$ cat src/rtl/multicycle_controller.sv
// Multi-cycle LEGv8 control sequencer: fetch/decode/execute/memory/writeback FSM with memory handshake timeout.
// Optional build macro ILLEGAL_TRAP_EN: unknown opcodes park the FSM in TRAP until reset instead of acting as a NOP.
module multicycle_controller #(
    parameter int MEM_TIMEOUT = 255
) (
    input  logic        clock,
    input  logic        reset,
    input  logic [10:0] opcode,
    input  logic        zero,
    input  logic        mem_ready,
    output logic        mem_read,
    output logic        mem_write,
    output logic        ir_write,
    output logic        pc_write,
    output logic        pc_src,
    output logic        reg_write,
    output logic        alu_src,
    output logic [1:0]  alu_op,
    output logic [1:0]  imm_sel,
    output logic        mem_to_reg,
    output logic        retire,
    output logic        mem_error,
    output logic        illegal,
    output logic [2:0]  state
);

    typedef enum logic [2:0] {
        S_IDLE   = 3'd0,
        S_FETCH  = 3'd1,
        S_DECODE = 3'd2,
        S_EXEC   = 3'd3,
        S_MEM    = 3'd4,
        S_WB     = 3'd5,
        S_BRANCH = 3'd6,
        S_TRAP   = 3'd7
    } state_t;

    typedef enum logic [2:0] {
        C_NOP   = 3'd0,
        C_RTYPE = 3'd1,
        C_LDUR  = 3'd2,
        C_STUR  = 3'd3,
        C_CBZ   = 3'd4,
        C_B     = 3'd5
    } class_t;

    localparam logic [1:0] ALU_ADD   = 2'b00;
    localparam logic [1:0] ALU_PASSB = 2'b01;
    localparam logic [1:0] ALU_FUNCT = 2'b10;

    localparam logic [1:0] IMM_NONE = 2'b00;
    localparam logic [1:0] IMM_D    = 2'b01;
    localparam logic [1:0] IMM_CB   = 2'b10;
    localparam logic [1:0] IMM_B    = 2'b11;

    localparam logic [7:0] TIMEOUT_LIMIT = 8'(MEM_TIMEOUT);
    localparam bit         TIMEOUT_EN    = (MEM_TIMEOUT != 0);

    state_t     state_reg;
    state_t     state_next;
    class_t     class_reg;
    class_t     dec_class;
    logic [7:0] wait_reg;
    logic [7:0] wait_next;
    logic       waiting;
    logic       timeout;

    // Opcode classification; only consulted while the FSM sits in DECODE.
    always_comb begin
        dec_class = C_NOP;
        casez (opcode)
            11'b10001011000,
            11'b11001011000,
            11'b10001010000,
            11'b10101010000: dec_class = C_RTYPE;
            11'b11111000010: dec_class = C_LDUR;
            11'b11111000000: dec_class = C_STUR;
            11'b10110100???: dec_class = C_CBZ;
            11'b000101?????: dec_class = C_B;
            default:         dec_class = C_NOP;
        endcase
    end

    // A ready in the same cycle as the limit always wins over the timeout.
    assign waiting = ((state_reg == S_FETCH) || (state_reg == S_MEM)) && !mem_ready;
    assign timeout = waiting && TIMEOUT_EN && (wait_reg == TIMEOUT_LIMIT);

    // Counter is zero whenever no access is stalled, so entry to FETCH/MEM always starts from 0.
    always_comb begin
        wait_next = 8'd0;
        if (waiting && !timeout) begin
            wait_next = (wait_reg == 8'hFF) ? wait_reg : wait_reg + 8'd1;
        end
    end

    always_comb begin
        state_next = state_reg;
        case (state_reg)
            S_IDLE: state_next = S_FETCH;
            S_FETCH: begin
                if (mem_ready) begin
                    state_next = S_DECODE;
                end else begin
                    state_next = S_FETCH;
                end
            end
            S_DECODE: begin
                case (dec_class)
                    C_RTYPE, C_LDUR, C_STUR: state_next = S_EXEC;
                    C_CBZ, C_B:              state_next = S_BRANCH;
                    default: begin
`ifdef ILLEGAL_TRAP_EN
                        state_next = S_TRAP;
`else
                        state_next = S_FETCH;
`endif
                    end
                endcase
            end
            S_EXEC: begin
                case (class_reg)
                    C_RTYPE:        state_next = S_WB;
                    C_LDUR, C_STUR: state_next = S_MEM;
                    default:        state_next = S_FETCH;
                endcase
            end
            S_MEM: begin
                if (mem_ready) begin
                    state_next = (class_reg == C_LDUR) ? S_WB : S_FETCH;
                end else if (timeout) begin
                    state_next = S_FETCH;
                end else begin
                    state_next = S_MEM;
                end
            end
            S_WB:     state_next = S_FETCH;
            S_BRANCH: state_next = S_FETCH;
            S_TRAP: begin
`ifdef ILLEGAL_TRAP_EN
                state_next = S_TRAP;
`else
                state_next = S_IDLE;
`endif
            end
            default: state_next = S_IDLE;
        endcase
    end

    always_ff @(posedge clock or posedge reset) begin
        if (reset) begin
            state_reg <= S_IDLE;
            class_reg <= C_NOP;
            wait_reg  <= 8'd0;
        end else begin
            state_reg <= state_next;
            wait_reg  <= wait_next;
            if (state_reg == S_DECODE) begin
                class_reg <= dec_class;
            end
        end
    end

    // Outputs decode straight from the state register, so an asynchronous reset clears them at once.
    always_comb begin
        mem_read   = 1'b0;
        mem_write  = 1'b0;
        ir_write   = 1'b0;
        pc_write   = 1'b0;
        pc_src     = 1'b0;
        reg_write  = 1'b0;
        alu_src    = 1'b0;
        alu_op     = ALU_ADD;
        imm_sel    = IMM_NONE;
        mem_to_reg = 1'b0;
        retire     = 1'b0;
        mem_error  = timeout;
        illegal    = 1'b0;
        case (state_reg)
            S_FETCH: begin
                mem_read = 1'b1;
                ir_write = mem_ready;
                pc_write = mem_ready;
            end
            S_DECODE: begin
                illegal = (dec_class == C_NOP);
`ifndef ILLEGAL_TRAP_EN
                retire  = (dec_class == C_NOP);
`endif
            end
            S_EXEC: begin
                if (class_reg == C_RTYPE) begin
                    alu_op = ALU_FUNCT;
                end else if ((class_reg == C_LDUR) || (class_reg == C_STUR)) begin
                    alu_src = 1'b1;
                    imm_sel = IMM_D;
                end
            end
            S_MEM: begin
                imm_sel   = IMM_D;
                mem_read  = (class_reg == C_LDUR);
                mem_write = (class_reg == C_STUR);
                retire    = (class_reg == C_STUR) && mem_ready;
            end
            S_WB: begin
                reg_write  = 1'b1;
                retire     = 1'b1;
                mem_to_reg = (class_reg == C_LDUR);
            end
            S_BRANCH: begin
                pc_src = 1'b1;
                retire = 1'b1;
                if (class_reg == C_CBZ) begin
                    imm_sel  = IMM_CB;
                    alu_op   = ALU_PASSB;
                    pc_write = zero;
                end else begin
                    imm_sel  = IMM_B;
                    pc_write = 1'b1;
                end
            end
            default: ;
        endcase
    end

    assign state = state_reg;

endmodule

$ cat config.mk
export PLATFORM = sky130hd
export DESIGN_NAME = multicycle_controller
export DESIGN_NICKNAME = d
export VERILOG_FILES = /design/src/rtl/multicycle_controller.sv
export SDC_FILE = /design/constraint.sdc
export NUM_CORES = 1
export LEC_CHECK = 0
export BUFFER_PORTS_ARGS = -buffer_cell sky130_fd_sc_hd__buf_2
export CAP_MARGIN = 40
export CORE_MARGIN = 2
export CORE_UTILIZATION = 53
export DETAILED_ROUTE_END_ITERATION = 8
export PLACE_DENSITY = 0.84
export SLEW_MARGIN = 5
export SYNTH_ARGS = -nofsm -noshare
export SYNTH_HDL_FRONTEND = slang
export SYNTH_SLANG_ARGS = --single-unit
export TNS_END_PERCENT = 1
$ cat constraint.sdc
create_clock -name clock -period 2.7 [get_ports clock]
set_clock_uncertainty 0.15 [all_clocks]
set_input_delay 0.27 -clock clock [delete_from_list [all_inputs] [get_ports clock]]
set_output_delay 0.27 -clock clock [all_outputs]
set_load 0.01 [all_outputs]
Word-level counts from Yosys, hierarchy flattened
Index checks and enable logic that the tools add are counted.
{ "classes": {"eq_ne": 26, "reduce_logical": 16, "n_addsub": 1, "mux": 30} }
{ "ops": {"columns": ["op", "n"], "rows": [
  ["$eq A11 B11 Y1 const B", 6],
  ["$eq A3 B3 Y1 const B", 7],
  ["$eq A3 B2 Y1 const B", 6],
  ["$pmux W3 S6", 1],
  ["$eq A8 B8 Y1 const B", 2],
  ["$mux W8", 2],
  ["$pmux W3 S5", 1],
  ["$mux W1", 14],
  ["$pmux W3 S2", 2],
  ["$eq A3 B1 Y1 const B", 3],
  ["$mux W3", 3],
  ["$add A8 B1 Y8 const B", 1],
  ["$eq A6 B3 Y1 const B", 1],
  ["$logic_not A3 Y1", 2],
  ["$pmux W2 S3", 1],
  ["$reduce_or A2 Y1", 3],
  ["$reduce_or A3 Y1", 2],
  ["$logic_and A1 B1 Y1", 4],
  ["$mux W2", 2],
  ["$pmux W1 S2", 2],
  ["$pmux W2 S2", 1],
  ["$reduce_or A4 Y1", 1],
  ["$pmux W1 S3", 1],
  ["$logic_not A1 Y1", 2],
  ["other kinds (2)", 3]
]} }
{ "totals": {"reg_bits": 14, "word_cells": 76} }

Depth between registers and ports, before layout
{ "logic_depth": {"ltp_word": 7, "depth_mapped": 5, "depth_no_buf": 5} }

Least setup slack after synthesis
OpenSTA, ideal clock, no wires.
{ "synth_timing": {"path_type": "flip-flop to output port", "from": "register state_reg[0], in the netlist state[0]", "to": "output retire", "path_stages_with_launch": 6, "arrival_ns": 1.405, "slack_ns": 0.875, "required_ns": 2.280, "n_path_buf": 1, "path_cell_list": "dfrtp_1 -> buf_2 -> nand2b_1 -> nor4_2 -> a22oi_1 -> o21ai_0"} }
{ "synth_via": {"elab_chain_cells": 3, "elab_cells_between_ends": 6} }
{ "synth_rtl": {"columns": ["element", "line_no", "rtl"], "rows": [
  ["start, declared", "59", "state_t state_reg;"],
  ["start signal, assigned", "155", "state_reg <= state_next;"],
  ["$eq A3 B3 Y1", "178", "case (state_reg)"],
  ["$reduce_or A2 Y1 (no source line)", null, null],
  ["$pmux W1 S3 *", "178", null],
  ["end, declared", "21", "output logic retire,"]
]} }
Every way passes the cells marked *; elsewhere a longest branch is shown, timed or not.

Worst setup path in the final report
Same ends and word-level chain as after synthesis.

==> metrics.csv <==
stage,metric,value,unit
layout,Final Util,68.3,%
clock_tree,clock tree from TritonCTS,done,
sta,final setup vio count,0,
setup_path,Critical Path Source,state[0],
route,Routed WL per cell,12.4,um
pwr,pwr dens,633,mW/mm^2
floorplanning,die height,47.1,um
clock_tree,Num CTS Buffers,3,
sta,Slew @ Worst Pin,511,ps
clock_tree,"CTS clk-pin slew, worst paths",80,ps
synth,Synth top area share,35.6,%
setup_path,Worst Setup EP,retire,
sta,setup tns final,0,ps
synth,Avg Synthesized Cell Area,8.21,sq um
place,Inst Count DP,174,
global_routing,vias in the first global route,850,
setup_path,CP Max Fanout,13,
setup_path,crit path cell chain,nand2b_1 > nor4_2 > a22oi_1 > o21ai_0 > buf_2,
layout,Diodes inserted,0,
global_routing,Congestion Overflow GR,0,
synth,adder-cell share of the synthesized area,1.27,%
job,max-cap violations,0,
sta,Final Max Tran Viols,0,
setup_path,Worst setup SP type,flip-flop,
sta,Tcrit/Tclk final,76.6,%
layout,Final #Nets,171,
floorplanning,Die Wd,47.1,um
global_routing,largest net degree at the start of global routing,16,
clock_tree,worst skew pair latency,280,ps
setup_path,Crit Path Class,flip-flop to output port,
global_routing,antenna violations before repair,0,
pwr,Pleak,0.579,nW
synth,Synth Instances,120,
clock_tree,H-tree depth,1,
synth,Post-Synth Simple-Gate Area,35.5,%
clock_tree,clock buffer depth,2,
layout,Layout Cells excl Fill,178,
floorplanning,total die area,0.00222,sq mm
layout,max reg flops,8,
setup_path,Worst R2R End,class_reg[1],
place,input/output buffers,32,
floorplanning,row count,15,
clock_tree,TritonCTS sink count,14,
global_routing,GR Util All Layers,22.0,%
synth,Mapped Area,985,sq um
synth,largest family of logic cells by synthesized area,simple AND/OR/NAND/NOR gates,
sta,minimum clock period after layout,2070,ps
floorplanning,total core area,0.00175,sq mm
floorplanning,I/O pin count,33,
layout,synth-to-layout area growth,21.1,%
sta,f_max,483,MHz
sta,RSZ-0062 raised after global routing,no,
synth,Synthesized Nets,136,
route,Vias/cell,5.54,
synth,Netlist cell types,44,
floorplanning,Initial Util,56.4,%
sta,slew margin rel.,65.9,%
synth,compound-gate portion of the synthesized area,17.0,%
setup_path,crit path capture type,output port,
clock_tree,CTS root buffer,clkbuf_4,
route,Starting DRT DRC Count,23,
place,Post-DP HPWL,1730,um
sta,final hold vios,0,
synth,synth top area cells,"dfrtp_1 (36%), nor2_1 (8.4%), o21ai_0 (4.6%)",
route,Final ANT Viol Nets,0,
synth,multiplexer area fraction after synthesis,1.02,%
pwr,Worst VDD drop,0.000349,V
outcome,status,completed,
setup_path,crit path DAT,1650,ps
clock_tree,Post-CTS Setup Inserts,0,
route,final WL,2210,um
setup_path,critical path's top delay family,simple AND/OR/NAND/NOR gates,
synth,Syn. warnings,0,
synth,largest area contributor in the netlist,dfrtp_1,
route,# DRC,0,
layout,fraction of layout cells with a size suffix above 1,29.4,%
synth,Seq cells post-synth,14,
synth,xor/xnor share of the synthesized area,5.34,%
setup_path,Worst R2R Setup Slack,960,ps
pwr,total power,755,uW
place,routability cong.,0.874,
setup_path,worst path required time,2280,ps
setup_path,worst r2r src,state[1],
setup_path,Crit path depth,5,
route,vias,987,
sta,worst hold margin,158,ps
setup_path,R2R depth,3,
min_path,Hold Path Class,primary input to flip-flop,
setup_path,CP max stage cell,dfrtp_1,
synth,sequential share of the synthesized area,35.6,%
global_routing,first-pass GRT wire length,3480,um
route,DR pass1 iterations,4,
setup_path,Worst Path Buf+Inv,1,
setup_path,largest stage delay on the critical path,500,ps
worst min path at each step:
stage               from            to  cells past startpoint  slack (ps)
6_report       opcode[1]  class_reg[0]                      3         160
5_1_grt        opcode[1]  class_reg[0]                      3         160
4_1_cts        opcode[1]  class_reg[0]                      3         150
3_5_place_dp       reset   wait_reg[0]                      2         180
3_3_place_gp       reset   wait_reg[2]                      2         170
2_1_floorplan      reset  class_reg[0]                      1           9
Yosys cell counts, drive strengths merged:
cell,count
o21bai,1
nand4,1
mux2i,1
o31ai,2
buf,2
nor2b,1
ha,1
or3,2
nand2b,4
and3,2
or2b,1
a21oi,4
xor2,3
nand3b,3
nor3,2
a211oi,1
and2b,1
or4,1
xnor2,3
clkbuf,1
and4bb,1
nand3,4
o2111ai,1
a2bb2oi,2
a22oi,1
nand4bb,1
o211ai,1
nand2,12
o21ai,11
nor4bb,1
and2,1
inv,7
a22o,1
or2,1
nor4,2
dfrtp,14
nor2,22
timing repair:
action	in CTS	in global routing
hold buffers	1	0
hold endpoints to repair	14	0
resized for setup	0	0
cell families (layout without fill, tap and decap cells):
group	Yosys count	after routing
XOR/XNOR	6	6
AND/OR/NAND/NOR	63	63
flip-flops	14	14
buffers and inverters	10	43
multiplexers	1	1
adder cells (fa/ha/maj)	1	1
AO/OA/AOI/OAI	25	25
power by group:
| part | total (mW) | switching [mW] | internal [mW] |
|---|---|---|---|
| clock network | 0.113 | 0.0614 | 0.0517 |
| logic | 0.304 | 0.169 | 0.135 |
| registers | 0.338 | 0.0860 | 0.252 |
layout make-up:
class / instances / area, sq um
clock buffer: 3 / 22.5
fill: 158 / 553
inverter: 7 / 26.3
multi-input combinational: 96 / 592
sequential: 14 / 350
tap: 25 / 31.3
timing repair buffer: 33 / 170
worst min-delay path, delay by kind of cell:
family,cells,cell delay [ps]
AO/OA/AOI/OAI,2,170
buffers and inverters,1,100
through the flow:
| step | area [sq um] | worst slack (ps) |
|---|---|---|
| after global routing | 1190 | 504 |
| final | 1190 | 632 |
| after floorplan | 985 | 875 |
| after detailed placement | 1160 | 938 |
| after global placement | 1160 | 950 |
| after CTS | 1190 | 629 |
placed cells by master, fill, tap and decap left out, types with 2 or more instances in the layout:
master,synthesis,layout
a21oi_1,3,3
a2bb2oi_1,2,2
and3_1,2,2
buf_2,1,32
clkbuf_4,0,3
dfrtp_1,14,14
inv_1,7,7
nand2_1,12,12
nand2b_1,4,4
nand3_1,3,3
nand3b_1,3,3
nor2_1,22,22
nor3_1,2,2
o21ai_0,9,9
o31ai_1,2,2
xnor2_1,3,3
xor2_1,3,3
metal layers:
layer / global-route usage, % / wire length, um / up-vias
met5: 0 / 0 / -
met4: 6.11 / 23 / 0
met3: 6.15 / 133 / 4
met2: 37.0 / 1090 / 46
met1: 27.7 / 966 / 453
li1: - / - / 484
Power figures use the tool's default switching activity.
